[src/rtl/mm2d_stream_out.sv]
// rtl/mm2d_stream_out.sv - drains banked result matrix D into a 32-bit AXI-Stream master
// Optional feature macro: MM2D_STALL_CNT_EN (backpressure cycle counter on stall_cnt)
module mm2d_stream_out #(
   parameter int D_W          = 32,
   parameter int N            = 4,
   parameter int MATRIXSIZE_W = 16,
   parameter int ADDR_W       = 12,
   parameter int FIFO_DEPTH   = 4
) (
   input  logic                    clk,
   input  logic                    rst,
   input  logic                    d_ready,
   input  logic [MATRIXSIZE_W-1:0] M1,
   input  logic [MATRIXSIZE_W-1:0] M3dN,
   output logic [ADDR_W-1:0]       rd_addr,
   output logic [N-1:0]            rd_en,
   input  logic [N*D_W-1:0]        D_bram,
   output logic [31:0]             m_axis_tdata,
   output logic                    m_axis_tvalid,
   input  logic                    m_axis_tready,
   output logic                    m_axis_tlast,
   output logic                    read_done,
   output logic [31:0]             stall_cnt
);

   localparam int BW = (N > 1) ? $clog2(N) : 1;
   localparam int PW = (FIFO_DEPTH > 1) ? $clog2(FIFO_DEPTH) : 1;
   localparam int CW = PW + 1;

   typedef enum logic [2:0] {S_IDLE, S_STREAM, S_DRAIN, S_DONE, S_WAIT_LOW} state_t;

   state_t                  r_state, w_state_nx;
   logic                    r_d_ready_q;
   logic [MATRIXSIZE_W-1:0] r_m1, r_m3dn, r_row, r_k;
   logic [BW-1:0]           r_bank, r_rd_bank, r_cap_bank;
   logic [ADDR_W-1:0]       r_addr_cnt, r_rd_addr;
   logic [N-1:0]            r_rd_en;
   logic                    r_rd_last, r_cap_valid, r_cap_last;
   logic [D_W-1:0]          r_fifo_data [FIFO_DEPTH];
   logic                    r_fifo_last [FIFO_DEPTH];
   logic [PW-1:0]           r_wr_ptr, r_rd_ptr;
   logic [CW-1:0]           r_count;

   logic                    w_start, w_issue, w_can_issue, w_last_rd, w_push, w_pop, w_head_last;
   logic [CW:0]             w_occupancy;
   logic [D_W-1:0]          w_bank_data [N];
   logic signed [D_W-1:0]   w_head_s;
   logic [31:0]             w_head_ext;

   genvar g;
   for (g = 0; g < N; g++) begin : g_unpack
      assign w_bank_data[g] = D_bram[g*D_W +: D_W];
   end

   assign w_start     = d_ready & ~r_d_ready_q;
   assign w_push      = r_cap_valid;
   assign w_pop       = m_axis_tvalid & m_axis_tready;
   // FIFO entries plus reads still in the BRAM/capture pipe; capping this keeps capture from ever overflowing
   assign w_occupancy = {1'b0, r_count} + (CW+1)'(|r_rd_en) + (CW+1)'(r_cap_valid);
   assign w_can_issue = w_occupancy < (CW+1)'(FIFO_DEPTH);
   assign w_last_rd   = (r_row == r_m1 - MATRIXSIZE_W'(1)) && (r_k == r_m3dn - MATRIXSIZE_W'(1)) &&
                        (r_bank == BW'(N-1));
   assign w_head_last = r_fifo_last[r_rd_ptr];
   assign w_head_s    = r_fifo_data[r_rd_ptr];
   assign w_head_ext  = 32'(w_head_s);

   assign m_axis_tvalid = (r_count != '0);
   assign m_axis_tdata  = m_axis_tvalid ? w_head_ext : 32'd0;
   assign m_axis_tlast  = m_axis_tvalid & w_head_last;
   assign rd_en         = r_rd_en;
   assign rd_addr       = r_rd_addr;

   // State register and d_ready edge history
   always_ff @(posedge clk) begin
      if (rst) begin
         r_state     <= S_IDLE;
         r_d_ready_q <= 1'b0;
      end else begin
         r_state     <= w_state_nx;
         r_d_ready_q <= d_ready;
      end
   end

   // Next-state, read issue and completion pulse
   always_comb begin
      w_state_nx = r_state;
      w_issue    = 1'b0;
      read_done  = 1'b0;
      case (r_state)
         S_IDLE: begin
            if (w_start)
               w_state_nx = ((M1 == '0) || (M3dN == '0)) ? S_DONE : S_STREAM;
         end
         S_STREAM: begin
            if (w_can_issue) begin
               w_issue = 1'b1;
               if (w_last_rd) w_state_nx = S_DRAIN;
            end
         end
         S_DRAIN: begin
            if (w_pop && w_head_last) w_state_nx = S_DONE;
         end
         S_DONE: begin
            read_done  = 1'b1;
            w_state_nx = S_WAIT_LOW;
         end
         S_WAIT_LOW: begin
            if (!d_ready) w_state_nx = S_IDLE;
         end
         default: w_state_nx = S_IDLE;
      endcase
   end

   // Sizes latched at start; bank/k/row walk with a flat incrementing address
   always_ff @(posedge clk) begin
      if (rst) begin
         r_m1 <= '0; r_m3dn <= '0; r_row <= '0; r_k <= '0; r_bank <= '0; r_addr_cnt <= '0;
      end else if (r_state == S_IDLE && w_start) begin
         r_m1 <= M1; r_m3dn <= M3dN; r_row <= '0; r_k <= '0; r_bank <= '0; r_addr_cnt <= '0;
      end else if (w_issue) begin
         if (r_bank == BW'(N-1)) begin
            r_bank     <= '0;
            r_addr_cnt <= r_addr_cnt + ADDR_W'(1);
            if (r_k == r_m3dn - MATRIXSIZE_W'(1)) begin
               r_k   <= '0;
               r_row <= r_row + MATRIXSIZE_W'(1);
            end else begin
               r_k <= r_k + MATRIXSIZE_W'(1);
            end
         end else begin
            r_bank <= r_bank + BW'(1);
         end
      end
   end

   // Registered read port, then bank/last tag aligned with returning BRAM data
   always_ff @(posedge clk) begin
      if (rst) begin
         r_rd_en <= '0; r_rd_addr <= '0; r_rd_bank <= '0; r_rd_last <= 1'b0;
         r_cap_valid <= 1'b0; r_cap_bank <= '0; r_cap_last <= 1'b0;
      end else begin
         r_rd_en     <= w_issue ? (N'(1) << r_bank) : '0;
         r_rd_last   <= w_issue & w_last_rd;
         if (w_issue) begin
            r_rd_addr <= r_addr_cnt;
            r_rd_bank <= r_bank;
         end
         r_cap_valid <= |r_rd_en;
         r_cap_bank  <= r_rd_bank;
         r_cap_last  <= r_rd_last;
      end
   end

   // FIFO storage, written by capture only
   always_ff @(posedge clk) begin
      if (w_push) begin
         r_fifo_data[r_wr_ptr] <= w_bank_data[r_cap_bank];
         r_fifo_last[r_wr_ptr] <= r_cap_last;
      end
   end

   // FIFO pointers and count; push and pop together leave count unchanged
   always_ff @(posedge clk) begin
      if (rst) begin
         r_wr_ptr <= '0; r_rd_ptr <= '0; r_count <= '0;
      end else begin
         if (w_push) r_wr_ptr <= r_wr_ptr + PW'(1);
         if (w_pop)  r_rd_ptr <= r_rd_ptr + PW'(1);
         case ({w_push, w_pop})
            2'b10:   r_count <= r_count + CW'(1);
            2'b01:   r_count <= r_count - CW'(1);
            default: r_count <= r_count;
         endcase
      end
   end

`ifdef MM2D_STALL_CNT_EN
   logic [31:0] r_stall_cnt;

   // Saturating count of cycles the sink held off a valid beat
   always_ff @(posedge clk) begin
      if (rst)
         r_stall_cnt <= '0;
      else if (r_state == S_IDLE && w_start)
         r_stall_cnt <= '0;
      else if (m_axis_tvalid && !m_axis_tready && r_stall_cnt != 32'hFFFF_FFFF)
         r_stall_cnt <= r_stall_cnt + 32'd1;
   end

   assign stall_cnt = r_stall_cnt;
`else
   assign stall_cnt = 32'd0;
`endif

endmodule

[config.mk]
export PLATFORM = sky130hd
export DESIGN_NAME = mm2d_stream_out
export DESIGN_NICKNAME = d
export VERILOG_FILES = /design/src/rtl/mm2d_stream_out.sv
export SDC_FILE = /design/constraint.sdc
export NUM_CORES = 1
export LEC_CHECK = 0
export BUFFER_PORTS_ARGS = -buffer_cell sky130_fd_sc_hd__buf_2
export CAP_MARGIN = 10
export CORE_ASPECT_RATIO = 0.5
export CORE_MARGIN = 10
export CORE_UTILIZATION = 44
export DETAILED_ROUTE_END_ITERATION = 8
export PLACE_DENSITY_LB_ADDON = 0.15
export RECOVER_POWER = 100
export SLEW_MARGIN = 15
export SYNTH_ARGS = -nofsm -noshare
export SYNTH_HDL_FRONTEND = slang
export SYNTH_SLANG_ARGS = --single-unit
[constraint.sdc]
create_clock -name clk -period 4.7 [get_ports clk]
set_input_delay 0.47 -clock clk [delete_from_list [all_inputs] [get_ports clk]]
set_output_delay 0.47 -clock clk [all_outputs]
set_load 0.005 [all_outputs]
==> metrics.md <==
| Metric | Value |
|---|---|
| Post-Synthesis Cells | `around 1000` |
| Register bit total from synthesis | `between 200 and 250` |
| Post-DP HPWL | `22000 um` |
| GR peak layer | `met2` |
| GPL Wtd Cong | `between 0.8 and 0.9` |
| Worst-margin pin slew | `between 2000 and 2500 ps` |
| Seq/Total Area, Yosys | `around 52%` |
| Rows | `42` |
| Final hold violations | `0` |
| Setup_tns | `0 ps` |
| GRT Total Usage | `between 15 and 20%` |
| Met2 usage | `just over 30%` |
| Total CTS buffers | `23` |
| Shortest period the worst path allows | `between 3000 and 4000 ps` |
| Initial Util | `45.1%` |
| Post-synth top area share | `approximately a third` |
| Setup-failing EPs final | `0` |
| Port Buf Inserts | `214` |
| Die extent in x | `~250 um` |
| Async set-or-reset flop fraction in the synthesized netlist | `0%` |
| DP Area | `approximately 0.013 sq mm` |
| Longest Clk Path Bufs | `3` |
| RSZ-0062 raised after global routing | `no` |
| Post-synth EDFFs | `about 130` |
| Logic pwr share | `around 26%` |
| Min-Delay Path Depth | `3` |
| Register share of total power | `a little over two fifths` |
| Final Slew Violations | `210` |
| CP max FO | `16` |
| Crit-path cells | `ha_1, and2_0, a21oi_1, and2_0, nand2_1, or4_1, or4_1, mux2i_1` |
| Post-route cell area | `between 0.01 and 0.015 sq mm` |
| Most area-consuming cells after synthesis | `edfxtp_1, dfxtp_1, mux4_2` |
| Reg2Reg Depth | `8` |
| Setup CP Type | `register to register` |
| Hold_buf cts | `0` |
| Synth area leader | `edfxtp_1` |
| Clock tree from TritonCTS | `done` |
| Failing checks | `capacitance limit, slew limit` |
| Outcome | `finished with violations` |
| Critical path depth | `8` |
| Primary FF master, synth | `edfxtp_1` |
| First-pass GRT wire length | `between 40000 and 50000 um` |
| TritonRoute pass-1 iters | `5` |
| WL/cell | `around 19 um` |
| Synth warn | `0` |
| PwrDens | `around 440 mW/mm^2` |
| Residual DRC | `0` |
| Antenna violations before repair | `2` |
| Util after Layout | `52.5%` |
| ANT nets after route | `0` |
| Psw | `around 0.0018 W` |
| Clk slew on worst S/H paths | `70 ps` |
| Layout area overhead | `16.4%` |
| Leakage | `around 5 nW` |
| Clock skew after layout | `9.30 ps` |
| Sw Ratio | `around 30%` |
| Worst Path Required | `just over 5000 ps` |
| Maximum VDD drop | `roughly 0.00025 V` |
| Largest net degree at the start of global routing | `51` |
| CTS resizes | `0` |
| H-tree depth | `1` |
| Root buf cell | `clkbuf_16` |
| Overflow after GRT | `0` |
| Routed WL | `30500 um` |
| Share of post-route cells with drive strength above 1 | `roughly a quarter` |
| Worst hold-check path type | `primary input to register` |
| Initial drt markers | `559` |
| Max Cap Viol | `6` |
| Crit share post-route | `roughly 80%` |
| Clock power share | `32.7%` |
| Routed vias | `8592` |
| CTS Sinks | `between 200 and 250` |
| Met1 usage | `between 20% and 30%` |
| Crit-path leading delay family | `simple AND/OR/NAND/NOR gates` |
| Postcts setup bufs | `0` |
| WP buf/inv | `0` |
| Core area | `roughly 0.027 sq mm` |
| GRT met3 Usage | `2.76%` |
| Critical Path Slowest Stage Cell | `or4_1` |
| Internal power | `roughly 0.0043 W` |
| Full die area | `~0.035 sq mm` |
| Post-synthesis cell type count | `63` |
| Post-synthesis cell area | `between 0.01 and 0.015 sq mm` |
| Crit start category | `register` |
| Die H | `between 100 and 150 um` |
| Crit end category | `register` |
| Relative slew slack | `-51.7%` |
| # IOs | `247` |
| Critical path arrival | `a little over 4000 ps` |
| Max incr delay on CP | `740 ps` |
| Clock latency on the worst-skew pair | `roughly 530 ps` |
| Vias in the first global route | `just under 9000` |
| Avg Inst Size Synth | `11.5 sq um` |
| Nets | `roughly 1400` |
| Highest Clock Rate | `between 200 and 300 MHz` |
| Vias per cell | `about 5.4` |
## cell usage after synthesis (10+ instances only)
cell type and n:
mux2i_1 17, dfxtp_1 114, nor3_1 32, buf_4 34
ha_1 12, nand4_1 19, nor4_1 19, a21oi_1 61
xor2_1 31, mux4_2 65, nand3_1 30, clkbuf_1 45
nand2_1 145, or3_1 21, nor2_1 55, xnor2_1 40
edfxtp_1 132, inv_1 20, and2_1 44, buf_1 10
## final cells by class
cell class                      count  area, sq um
Multi-Input combinational cell    714         5290
Tap cell                          352          440
Sequential cell                   246         6250
Timing Repair Buffer              230         1120
Antenna cell                        2         5.00
Fill cell                        2334        12700
Inverter                           20         75.1
Clock buffer                       26          597
Clock inverter                     12          200
## worst register-to-register path, cell delays in order, from the launching register on
cell     delay [ps]
dfxtp_1         470
ha_1            280
and2_0          180
a21oi_1         260
and2_0          690
nand2_1         230
or4_1           740
or4_1           590
mux2i_1         140
## logic make-up (layout without fill, tap and decap cells)
family          Yosys count  count (layout)  synth area share [%]
compound gates           97              97                  4.87
xor+xnor                 71              71                  5.18
fa+ha+maj                13              13                  1.42
buf+inv                 115             288                  4.72
flops                   246             246                  52.0
mux                      82              82                  13.6
other cells               1              34                0.0312
simple gates            419             419                  18.2
## power groups by stage
stage	sequential (W)	combinational, W	clock, W
final	0.00254	0.00157	0.00200
after global routing	0.00256	0.00175	0.00213
after CTS	0.00254	0.00161	0.00204
after detailed placement	0.00258	0.00160	0
after global placement	0.00257	0.00158	0
after floorplan	0.00251	0.00120	0
## cells in the final DEF, fill, tap and decap left out, drive strengths merged, types with 6 or more instances in the layout
cell	netlist	routed
inv	20	21
nand3	30	30
nor3	35	35
xnor2	40	40
mux4	65	65
and2	44	44
or3	21	21
and3	6	6
ha	12	12
nor2	55	55
nand4	19	19
buf	50	192
mux2i	17	17
or4	7	7
nor4	22	22
clkbuf	45	64
a21oi	62	62
clkinv	0	6
dfxtp	114	114
conb	1	32
nand2	146	146
xor2	31	31
o21ai	10	10
edfxtp	132	132
## stage by stage
step / total power, W / hold slack [ps] / cells / worst slack, ps
finish: 0.00610 / 187 / 1602 / 1010
global route: 0.00644 / 179 / 1602 / 691
CTS: 0.00619 / 160 / 1600 / 1350
detailed placement: 0.00418 / 442 / 1562 / 1350
global placement: 0.00415 / 442 / 1562 / 1430
floorplan: 0.00370 / 414 / 1075 / 1740
## metal layers
metal,wire length [um],up-vias
met4,550,0
met3,1080,35
li1,-,4129
met2,15800,156
met1,13100,4272
met5,0,-
## final timing paths
kind / startpoint / endpoint / slack, ps
worst max-delay path: r_cap_valid / r_row[7] / 1010
worst min-delay path: M1[6] / r_m1[6] / 190
worst max register to register: r_cap_valid / r_row[7] / 1010
worst min register to register: r_rd_bank[1] / r_rd_bank[1] / 450
## registers in the layout, indices dropped and copies added (netlist names), 3 cells and up, named ones only
name         cells
rd_addr         12
r_addr_cnt      12
r_k             16
r_row           16
r_m3dn          16
r_m1            16
r_count          3
r_fifo_last      4
r_state          3
rd_en            4
r_fifo_data    128
Note: power is estimated with default switching activity, not from simulation.
